### config.mk
export PLATFORM = sky130hd
export DESIGN_NAME = mochila_bank_xbar
export DESIGN_NICKNAME = d
export VERILOG_FILES = /design/src/rtl/mochila_bank_xbar.sv
export SDC_FILE = /design/constraint.sdc
export NUM_CORES = 1
export LEC_CHECK = 0
export CAP_MARGIN = 20
export CORE_AREA = 2 2 326 328
export DETAILED_ROUTE_END_ITERATION = 10
export DIE_AREA = 0 0 328 330
export PLACE_DENSITY = 0.41
export SLEW_MARGIN = 0
export SYNTH_ARGS = -nofsm -noshare
export SYNTH_HDL_FRONTEND = slang
export SYNTH_SLANG_ARGS = --single-unit
### constraint.sdc
create_clock -name clk_i -period 15.6 [get_ports clk_i]
set_input_delay 3.12 -clock clk_i [delete_from_list [all_inputs] [get_ports clk_i]]
set_output_delay 3.12 -clock clk_i [all_outputs]
set_load 0.1 [all_outputs]
### src/rtl/mochila_bank_xbar.sv
`default_nettype none
// ============================================================================
// Module      : mochila_bank_xbar
// Description : OBI crossbar from NMASTERS masters onto NBANKS RAM banks with
//               contiguous or word-interleaved mapping, per-bank round-robin
//               arbitration, in-order response routing and an error responder
//               for unmapped addresses.
// Revision    : 1.0 - initial release
// ============================================================================
module mochila_bank_xbar #(
    parameter int          NMASTERS    = 6,
    parameter int          NBANKS      = 2,
    parameter logic [31:0] RAM_BASE    = 32'h0000_0000,
    parameter logic [31:0] BANK_SIZE   = 32'h0000_8000,
    parameter int          INTERLEAVED = 0,
    parameter logic [31:0] ERR_RDATA   = 32'hBADA_CCE5
) (
    input  logic                             clk_i,
    input  logic                             rst_i,
    // master side
    input  logic [NMASTERS-1:0]              mst_req_i,
    input  logic [NMASTERS-1:0]              mst_we_i,
    input  logic [NMASTERS-1:0][3:0]         mst_be_i,
    input  logic [NMASTERS-1:0][31:0]        mst_addr_i,
    input  logic [NMASTERS-1:0][31:0]        mst_wdata_i,
    output logic [NMASTERS-1:0]              mst_gnt_o,
    output logic [NMASTERS-1:0]              mst_rvalid_o,
    output logic [NMASTERS-1:0][31:0]        mst_rdata_o,
    // bank side
    output logic [NBANKS-1:0]                bank_req_o,
    output logic [NBANKS-1:0]                bank_we_o,
    output logic [NBANKS-1:0][3:0]           bank_be_o,
    output logic [NBANKS-1:0][31:0]          bank_addr_o,
    output logic [NBANKS-1:0][31:0]          bank_wdata_o,
    input  logic [NBANKS-1:0]                bank_gnt_i,
    input  logic [NBANKS-1:0]                bank_rvalid_i,
    input  logic [NBANKS-1:0][31:0]          bank_rdata_i,
    output logic [NMASTERS-1:0]              err_o
);

    localparam int          IW     = (NMASTERS > 1) ? $clog2(NMASTERS) : 1;
    localparam int          BW     = (NBANKS > 1) ? $clog2(NBANKS) : 1;
    localparam int          CW     = $clog2(NMASTERS + 1);
    localparam int          SW     = $clog2(BANK_SIZE);
    localparam logic [63:0] REGION = 64'(NBANKS) * 64'(BANK_SIZE);

    // Advance a FIFO / round-robin index modulo NMASTERS.
    function automatic logic [IW-1:0] inc_mod(input logic [IW-1:0] v);
        return (int'(v) == NMASTERS - 1) ? '0 : v + 1'b1;
    endfunction

    logic [NMASTERS-1:0] mapped;
    logic [BW-1:0]       bsel      [NMASTERS];
    logic [NMASTERS-1:0] elig;
    logic [NMASTERS-1:0] cand      [NBANKS];
    logic [NBANKS-1:0]   win_valid;
    logic [IW-1:0]       win_id    [NBANKS];
    logic [NBANKS-1:0]   hs;
    logic [NBANKS-1:0]   pop;
    logic [IW-1:0]       head      [NBANKS];

    logic [NMASTERS-1:0] outst_q;
    logic [NMASTERS-1:0] err_q;
    logic [IW-1:0]       ptr_q     [NBANKS];
    logic [NBANKS-1:0]   lock_q;
    logic [IW-1:0]       lock_id_q [NBANKS];
    logic [IW-1:0]       fifo_q    [NBANKS][NMASTERS];
    logic [IW-1:0]       wptr_q    [NBANKS];
    logic [IW-1:0]       rptr_q    [NBANKS];
    logic [CW-1:0]       cnt_q     [NBANKS];

    // Address decode: region check with a wide compare so nothing wraps, then bank index.
    always_comb begin
        logic [31:0] off;
        off    = '0;
        mapped = '0;
        for (int m = 0; m < NMASTERS; m++) begin
            off       = mst_addr_i[m] - RAM_BASE;
            mapped[m] = (mst_addr_i[m] >= RAM_BASE) && ({32'd0, off} < REGION);
            if (NBANKS == 1)           bsel[m] = '0;
            else if (INTERLEAVED != 0) bsel[m] = off[2 +: BW];
            else                       bsel[m] = BW'(off >> SW);
        end
    end

    // Response routing: error responder plus the head of each bank's ID FIFO.
    always_comb begin
        mst_rvalid_o = '0;
        mst_rdata_o  = '0;
        for (int b = 0; b < NBANKS; b++) begin
            pop[b]  = !rst_i && bank_rvalid_i[b] && (cnt_q[b] != '0);
            head[b] = fifo_q[b][rptr_q[b]];
        end
        for (int m = 0; m < NMASTERS; m++) begin
            if (!rst_i && err_q[m]) begin
                mst_rvalid_o[m] = 1'b1;
                mst_rdata_o[m]  = ERR_RDATA;
            end
        end
        for (int b = 0; b < NBANKS; b++) begin
            if (pop[b]) begin
                mst_rvalid_o[head[b]] = 1'b1;
                mst_rdata_o[head[b]]  = bank_rdata_i[b];
            end
        end
    end

    // Eligibility: one outstanding transaction per master, back-to-back on rvalid.
    always_comb begin
        for (int m = 0; m < NMASTERS; m++) begin
            elig[m] = !rst_i && mst_req_i[m] && (!outst_q[m] || mst_rvalid_o[m]);
        end
        for (int b = 0; b < NBANKS; b++) begin
            for (int m = 0; m < NMASTERS; m++) begin
                cand[b][m] = elig[m] && mapped[m] && (int'(bsel[m]) == b);
            end
        end
    end

    // Per-bank arbiter: a stalled winner is held, otherwise round-robin from ptr.
    always_comb begin
        int idx;
        idx       = 0;
        win_valid = '0;
        for (int b = 0; b < NBANKS; b++) begin
            win_id[b] = '0;
            if (lock_q[b] && cand[b][lock_id_q[b]]) begin
                win_valid[b] = 1'b1;
                win_id[b]    = lock_id_q[b];
            end else begin
                for (int i = 0; i < NMASTERS; i++) begin
                    idx = int'(ptr_q[b]) + i;
                    if (idx >= NMASTERS) idx = idx - NMASTERS;
                    if (!win_valid[b] && cand[b][idx]) begin
                        win_valid[b] = 1'b1;
                        win_id[b]    = IW'(idx);
                    end
                end
            end
        end
    end

    // Bank request muxing and grant return; idle bank fields are zero.
    always_comb begin
        mst_gnt_o    = '0;
        bank_req_o   = '0;
        bank_we_o    = '0;
        bank_be_o    = '0;
        bank_addr_o  = '0;
        bank_wdata_o = '0;
        for (int m = 0; m < NMASTERS; m++) begin
            mst_gnt_o[m] = elig[m] && !mapped[m];
        end
        for (int b = 0; b < NBANKS; b++) begin
            hs[b] = win_valid[b] && bank_gnt_i[b];
            if (win_valid[b]) begin
                bank_req_o[b]   = 1'b1;
                bank_we_o[b]    = mst_we_i[win_id[b]];
                bank_be_o[b]    = mst_be_i[win_id[b]];
                bank_addr_o[b]  = mst_addr_i[win_id[b]];
                bank_wdata_o[b] = mst_wdata_i[win_id[b]];
            end
            if (hs[b]) mst_gnt_o[win_id[b]] = 1'b1;
        end
    end

    assign err_o = rst_i ? '0 : err_q;

    // Control state: pointers, FIFO indices, outstanding flags, error pulses, holds.
    always_ff @(posedge clk_i) begin
        if (rst_i) begin
            outst_q <= '0;
            err_q   <= '0;
            lock_q  <= '0;
            for (int b = 0; b < NBANKS; b++) begin
                ptr_q[b]     <= '0;
                lock_id_q[b] <= '0;
                wptr_q[b]    <= '0;
                rptr_q[b]    <= '0;
                cnt_q[b]     <= '0;
            end
        end else begin
            for (int m = 0; m < NMASTERS; m++) begin
                err_q[m] <= elig[m] && !mapped[m];
                if (mst_gnt_o[m])         outst_q[m] <= 1'b1;
                else if (mst_rvalid_o[m]) outst_q[m] <= 1'b0;
            end
            for (int b = 0; b < NBANKS; b++) begin
                lock_q[b]    <= win_valid[b] && !bank_gnt_i[b];
                lock_id_q[b] <= win_id[b];
                if (hs[b]) begin
                    ptr_q[b]  <= inc_mod(win_id[b]);
                    wptr_q[b] <= inc_mod(wptr_q[b]);
                end
                if (pop[b]) rptr_q[b] <= inc_mod(rptr_q[b]);
                cnt_q[b] <= cnt_q[b] + CW'(hs[b]) - CW'(pop[b]);
            end
        end
    end

    // ID FIFO storage: record the granted master for in-order response return.
    always_ff @(posedge clk_i) begin
        for (int b = 0; b < NBANKS; b++) begin
            if (hs[b]) fifo_q[b][wptr_q[b]] <= win_id[b];
        end
    end

endmodule
`default_nettype wire

; ---- Word-level counts from Yosys, hierarchy flattened
; Memory sizes are Yosys's and may differ from the RTL's.
; Cells that the tools add are included.
[totals]
register_bits = 14
ramBits = 66
inputBits = 490
output_inout_bits = 350
word_cells = 457
n_memories = 6
[op_classes]
add_sub_neg = 32
magnitude_cmp = 52
n_eq_ne = 6
muxes = 216
bitwise = 24
reduce_logical = 113
[mem_list]
columns = name, depth, width, read_ports, rd_clocked_by_memory_dff, wr, line_no
row1 = fifo_q, 2, 18, 2, 0, 2, 67  ; logic [IW-1:0] fifo_q [NBANKS][NMASTERS];
row2 = cnt_q, 2, 3, 2, 0, 2, 70  ; logic [CW-1:0] cnt_q [NBANKS];
row3 = lock_id_q, 2, 3, 2, 0, 2, 66  ; logic [IW-1:0] lock_id_q [NBANKS];
row4 = ptr_q, 2, 3, 2, 0, 2, 64  ; logic [IW-1:0] ptr_q [NBANKS];
row5 = rptr_q, 2, 3, 2, 0, 2, 69  ; logic [IW-1:0] rptr_q [NBANKS];
row6 = wptr_q, 2, 3, 2, 0, 2, 68  ; logic [IW-1:0] wptr_q [NBANKS];
[op_table]
columns = op, count
row1 = 2-to-1 mux 32 bit, 40
row2 = binary-select mux 32 bit (select 3 bit), 4
row3 = bitwise mux 192 bit, 2
row4 = "less-than comparator 32 x 5 -> 1 bit, second input constant", 12
row5 = 2-to-1 mux 192 bit, 2
row6 = demux 32 bit (select 3 bit), 2
row7 = "greater-or-equal comparator 32 x 1 -> 1 bit, second input constant", 6
row8 = "less-than comparator 32 x 17 -> 1 bit, second input constant", 6
row9 = 2-to-1 mux 3 bit, 36
row10 = 2-to-1 mux 1 bit, 93
row11 = logical AND 1 bit, 74
row12 = "subtractor 4 x 3 -> 5 bit, second input constant", 10
row13 = binary-select mux 1 bit (select 3 bit), 16
row14 = "greater-or-equal comparator 4 x 3 -> 1 bit, second input constant", 10
row15 = 2-to-1 mux 18 bit, 2
row16 = 2-to-1 mux 6 bit, 5
row17 = zero test 1 bit, 25
row18 = binary-select mux 4 bit (select 3 bit), 2
row19 = "less-than comparator 3 x 4 -> 1 bit, second input constant", 6
row20 = bitwise OR 6 bit, 4
row21 = "adder 3 x 1 -> 3 bit, second input constant", 6
row22 = binary-select mux 3 bit (select 3 bit), 2
row23 = demux 3 bit (select 3 bit), 2
row24 = "== test 3 bit, second input constant", 6
row25 = 18 further kinds, 70

; ---- Logic depth before layout (Yosys ltp)
[depth]
word_depth = 54
mapped_depth = 24
ltp_nobuf = 20

; ---- Least setup slack after synthesis
; OpenSTA, ideal clock, no wires.
[synth_timing]
path_type = input-to-output
startpoint = in rst_i
endpoint = out bank_addr_o[32] in the netlist's numbering
arrival_time_ns = 8.899
t_required_ns = 12.480
path_slack_ns = 3.581
path_stages = 16
n_path_buf = 2
path_cell_list = nor3b_1 > or3b_2 > o221a_2 > inv_2 > o21ai_0 > a21oi_1 > a221oi_2 > nand2_1 > or4b_1 > nand3_1 > a31oi_1 > buf_4 > buf_6 > mux2i_1 > a22o_1 > a211oi_1
[synth_rtl]
columns = item, line_no
row1 = from (decl), 19  ; input logic rst_i,
row2 = to (decl), 33  ; output logic [NBANKS-1:0][31:0] bank_addr_o,

==> results by group <==
Setup path
  – Max FO, Critical Path: 49
  – Setup crit end kind: primary output
  – CP max stage delay: between 1 and 1.5 ns
  – Startpoint type of the worst setup path: primary input
  – R2r worst-path depth: 21
  – Worst EP arrival: ~10 ns
  – Slowest-stage cell, CP: clkdlybuf4s50_1
  – Setup CP Type: in -> out
  – Critical-path cell list: clkdlybuf4s50_1, buf_4, nor3b_1, nor3b_1, a22oi_1, a2111oi_1, o21ai_0, nand3b_1, nor2_1, mux2i_1, nand3_1, a31oi_4, buf_12, mux2i_1, a22o_1, a211oi_1, clkdlybuf4s50_1
  – CP Data Required Time: approximately 12 ns

Flow run
  – Max-Cap Viols: 0

Drt
  – Avg Vias per Cell: approximately 4.5
  – Final ANT Viol Nets: 0
  – Drt total wl: between 90,000 and 100,000 um
  – Met2 wire length: roughly 52,000 um
  – DRT Pass-1 Iters: 7
  – Vias: around 18k
  – Top layer in use: met5
  – DRC viols: 0
  – Number of DRC markers in iteration 0: roughly 970
  – WL met1: approximately 38,000 um
  – Met3 wire length: 7390 um
  – DR WL/cell: 24.7 um

Die
  – Die X-Extent: about 330 um
  – Die Y-Extent: between 300 and 400 um
  – Core Area: 105,000 um2
  – Rows: about 120
  – I/O pin count: 840
  – Full die area: about 110,000 um2
  – Initial Utilization: around 14%

Power
  – Clock Power Share: between 15 and 20%
  – Share of total power in combinational logic: 64.0%
  – Pwr/cell area: around 56 nW/um2
  – Sw Ratio: between 50% and 60%
  – P_sw: between 0.0007 and 0.0008 W
  – VDD IR max: around 0.039 mV
  – Sequential power share: 18.9%
  – Int Pwr: 0.000645 W
  – Pleak: around 8 nW

Synthesis
  – Area leader, netlist: mux2i_1
  – Syn Area/Cell: 7.70 um2
  – Count leader, synth: mux2i_1
  – #FFs+latches synth: 80
  – Post-synth EDFFs: 54
  – Synth area leaders: mux2i_1 22%, edfxtp_1 11%, a22o_1 7.5%
  – Syn Std Cell Area: roughly 15,000 um2
  – Yosys cell types: 93
  – Sequential area share after synthesis: 14.7%
  – YS warnings: 0
  – Most frequent cells after synthesis: 319 x mux2i_1, 184 x nand2_1, 179 x o21ai_0
  – Asr flop ratio synth: 0%
  – Top cell type's share of synthesized area: a little over a fifth
  – Synthesized instance count: about 1.9k
  – Ys flop type: edfxtp_1

Clocking
  – CTS Root Cell: clkbuf_16
  – Post-CTS Setup Bufs: 0
  – Post-CTS Resized: 0
  – Clock sink count: 80
  – CTS Buf Count: 9
  – CTS clk-pin slew, worst paths: approximately 0.07 ns
  – Clock latency at the later pin of the worst-skew pair: approximately 0.36 ns
  – TritonCTS clock tree: yes
  – Cts hold-fix bufs: 0
  – CTS H-tree depth: 3
  – Deepest clock path buffer count: 2

Worst hold path
  – Hold depth: 2
  – Worst min path class: reg -> reg

STA
  – Max Clk Rate: 75.1 MHz
  – RSZ-0062 raised after global routing: false
  – Worst-Margin Slew: 1.15 ns
  – Max_slew headroom: roughly a quarter
  – Final setup vio count: 0
  – Final Hold Vio Count: 0
  – Fin. max-slew vios: 0
  – Tcrit/Tclk final: 85.4%
  – Layout Skew: 0.0125 ns
  – Tmin final: 13.32 ns
  – Setup_tns: 0 ns

Global routing
  – Initial antenna violation count: 24
  – GR Util All Layers: between 15 and 20%
  – Pin count of the biggest net entering global routing: 95
  – First-pass GRT wire length: between 100,000 and 150,000 um
  – Vias in the first global route: between 15k and 20k
  – Gr ovfl total: 0

Cells and area
  – Layout Utilization: between 20% and 30%
  – P&R area growth vs syn: 66.3%
  – Multi-input gate area: around 11,000 um2
  – Nets@finish: about 3.1k
  – Share of cells above drive strength 1: 6.81%
  – Final-layout fill cell count: 11.6k
  – Sequential cell area: 2140 um2

Place
  – HPWL Detailed: around 79,000 um
  – RePlAce Congestion: between 0.8 and 0.9
  – Port bufs: around 810

Status
  – Status: finished clean
==> logic make-up after synthesis <==
kind of cell,Yosys count,synth area share (%)
muxes,326,22.5
adders and majority gates,38,3.37
other,1,0.0258
buffers and inverters,247,8.51
and+or+nand+nor,504,17.6
AOI/OAI and AO/OA,678,32.3
xor gates and xnor gates,15,0.904
DFF,80,14.7
==> path summary, 6_finish.rpt <==
| path | startpoint | endpoint | slack (ns) |
|---|---|---|---|
| setup reg to reg | ptr_q[0][3]$_SDFFCE_PP0P_ | cnt_q[0][5]$_SDFF_PP0_ | 8.62 |
| setup / recovery | rst_i | bank_addr_o[33] | 2.28 |
| hold reg to reg | outst_q[3]$_SDFFE_PP0P_ | outst_q[3]$_SDFFE_PP0P_ | 0.49 |
| hold / removal | outst_q[3]$_SDFFE_PP0P_ | outst_q[3]$_SDFFE_PP0P_ | 0.49 |
==> power groups by stage <==
| stage | Sequential, W | Combinational [W] | Clock (W) |
|---|---|---|---|
| 2_1_floorplan | 0.000248 | 0.000560 | 0 |
| 3_3_place_gp | 0.000260 | 0.000868 | 0 |
| 3_5_place_dp | 0.000260 | 0.000866 | 0 |
| 4_1_cts | 0.000255 | 0.000869 | 0.000236 |
| 5_1_grt | 0.000258 | 0.000904 | 0.000243 |
| 6_report | 0.000255 | 0.000863 | 0.000230 |
==> routing by layer <==
layer / global-route usage, % / up-vias
met5: 0 / -
met3: 4.74 / 83
met2: 32.1 / 712
li1: - / 8577
met4: 3.71 / 20
met1: 18.9 / 8534
==> final cells by class <==
type / instances / area share [%]
well taps: 1391 / 7.20
multi-input cells: 1594 / 47.2
repair buffers: 853 / 34.6
flip-flops and latches: 80 / 8.86
clock buffers: 9 / 0.931
diodes: 6 / 0.0621
inverters: 55 / 0.854
clock inverters: 7 / 0.352
==> critical path: cells and delay by family <==
family | cells | cell delay (ns)
multiplexers | 2 | 0.29
AND/OR/NAND/NOR | 5 | 1.65
AO/OA/AOI/OAI | 6 | 2.78
buffers and inverters | 4 | 2.26
==> metrics by stage <==
stage / setup WS [ns] / cell area [um2] / cells / power, W / hold slack [ns]
3_5_place_dp: 2.27 / 23900 / 3973 / 0.00113 / 0.478
4_1_cts: 2.22 / 24200 / 3989 / 0.00136 / 0.494
2_1_floorplan: 3.58 / 14700 / 1921 / 0.000809 / 0.458
5_1_grt: 1.74 / 24200 / 3994 / 0.00141 / 0.534
6_report: 2.28 / 24200 / 3995 / 0.00135 / 0.494
3_3_place_gp: 2.27 / 23900 / 3973 / 0.00113 / 0.479
==> cells in the final DEF (no fill, tap or decap), types with 7 or more instances in the layout <==
cell / netlist / layout
nand2b_1: 20 / 20
clkbuf_16: 0 / 9
o211ai_1: 8 / 8
o22a_1: 56 / 55
edfxtp_1: 54 / 54
a21o_1: 7 / 7
nor2_1: 63 / 58
mux2i_1: 319 / 319
inv_1: 51 / 51
nand3_1: 22 / 21
a21oi_1: 142 / 142
conb_1: 1 / 33
clkdlybuf4s50_1: 0 / 751
o22ai_1: 9 / 9
and2_1: 15 / 13
a211oi_1: 45 / 45
nor2b_1: 30 / 30
nor4_1: 40 / 40
nor3_1: 39 / 35
dfxtp_1: 26 / 26
a211oi_2: 13 / 13
and3_1: 15 / 14
buf_4: 52 / 95
a22o_1: 124 / 124
nand4_1: 12 / 12
o21ai_0: 179 / 179
a22oi_1: 9 / 9
nor3b_1: 12 / 12
xnor2_1: 13 / 13
or4_1: 7 / 7
ha_1: 36 / 36
nand2_1: 184 / 183
a31oi_1: 14 / 13
==> flip-flops by register name (all words and copies together), names as in the netlist <==
name	flops
fifo_q	36
cnt_q	6
err_q	6
lock_id_q	6
outst_q	6
ptr_q	6
rptr_q	6
wptr_q	6
lock_q	2
No activity file was read; power rests on OpenSTA's default activity.
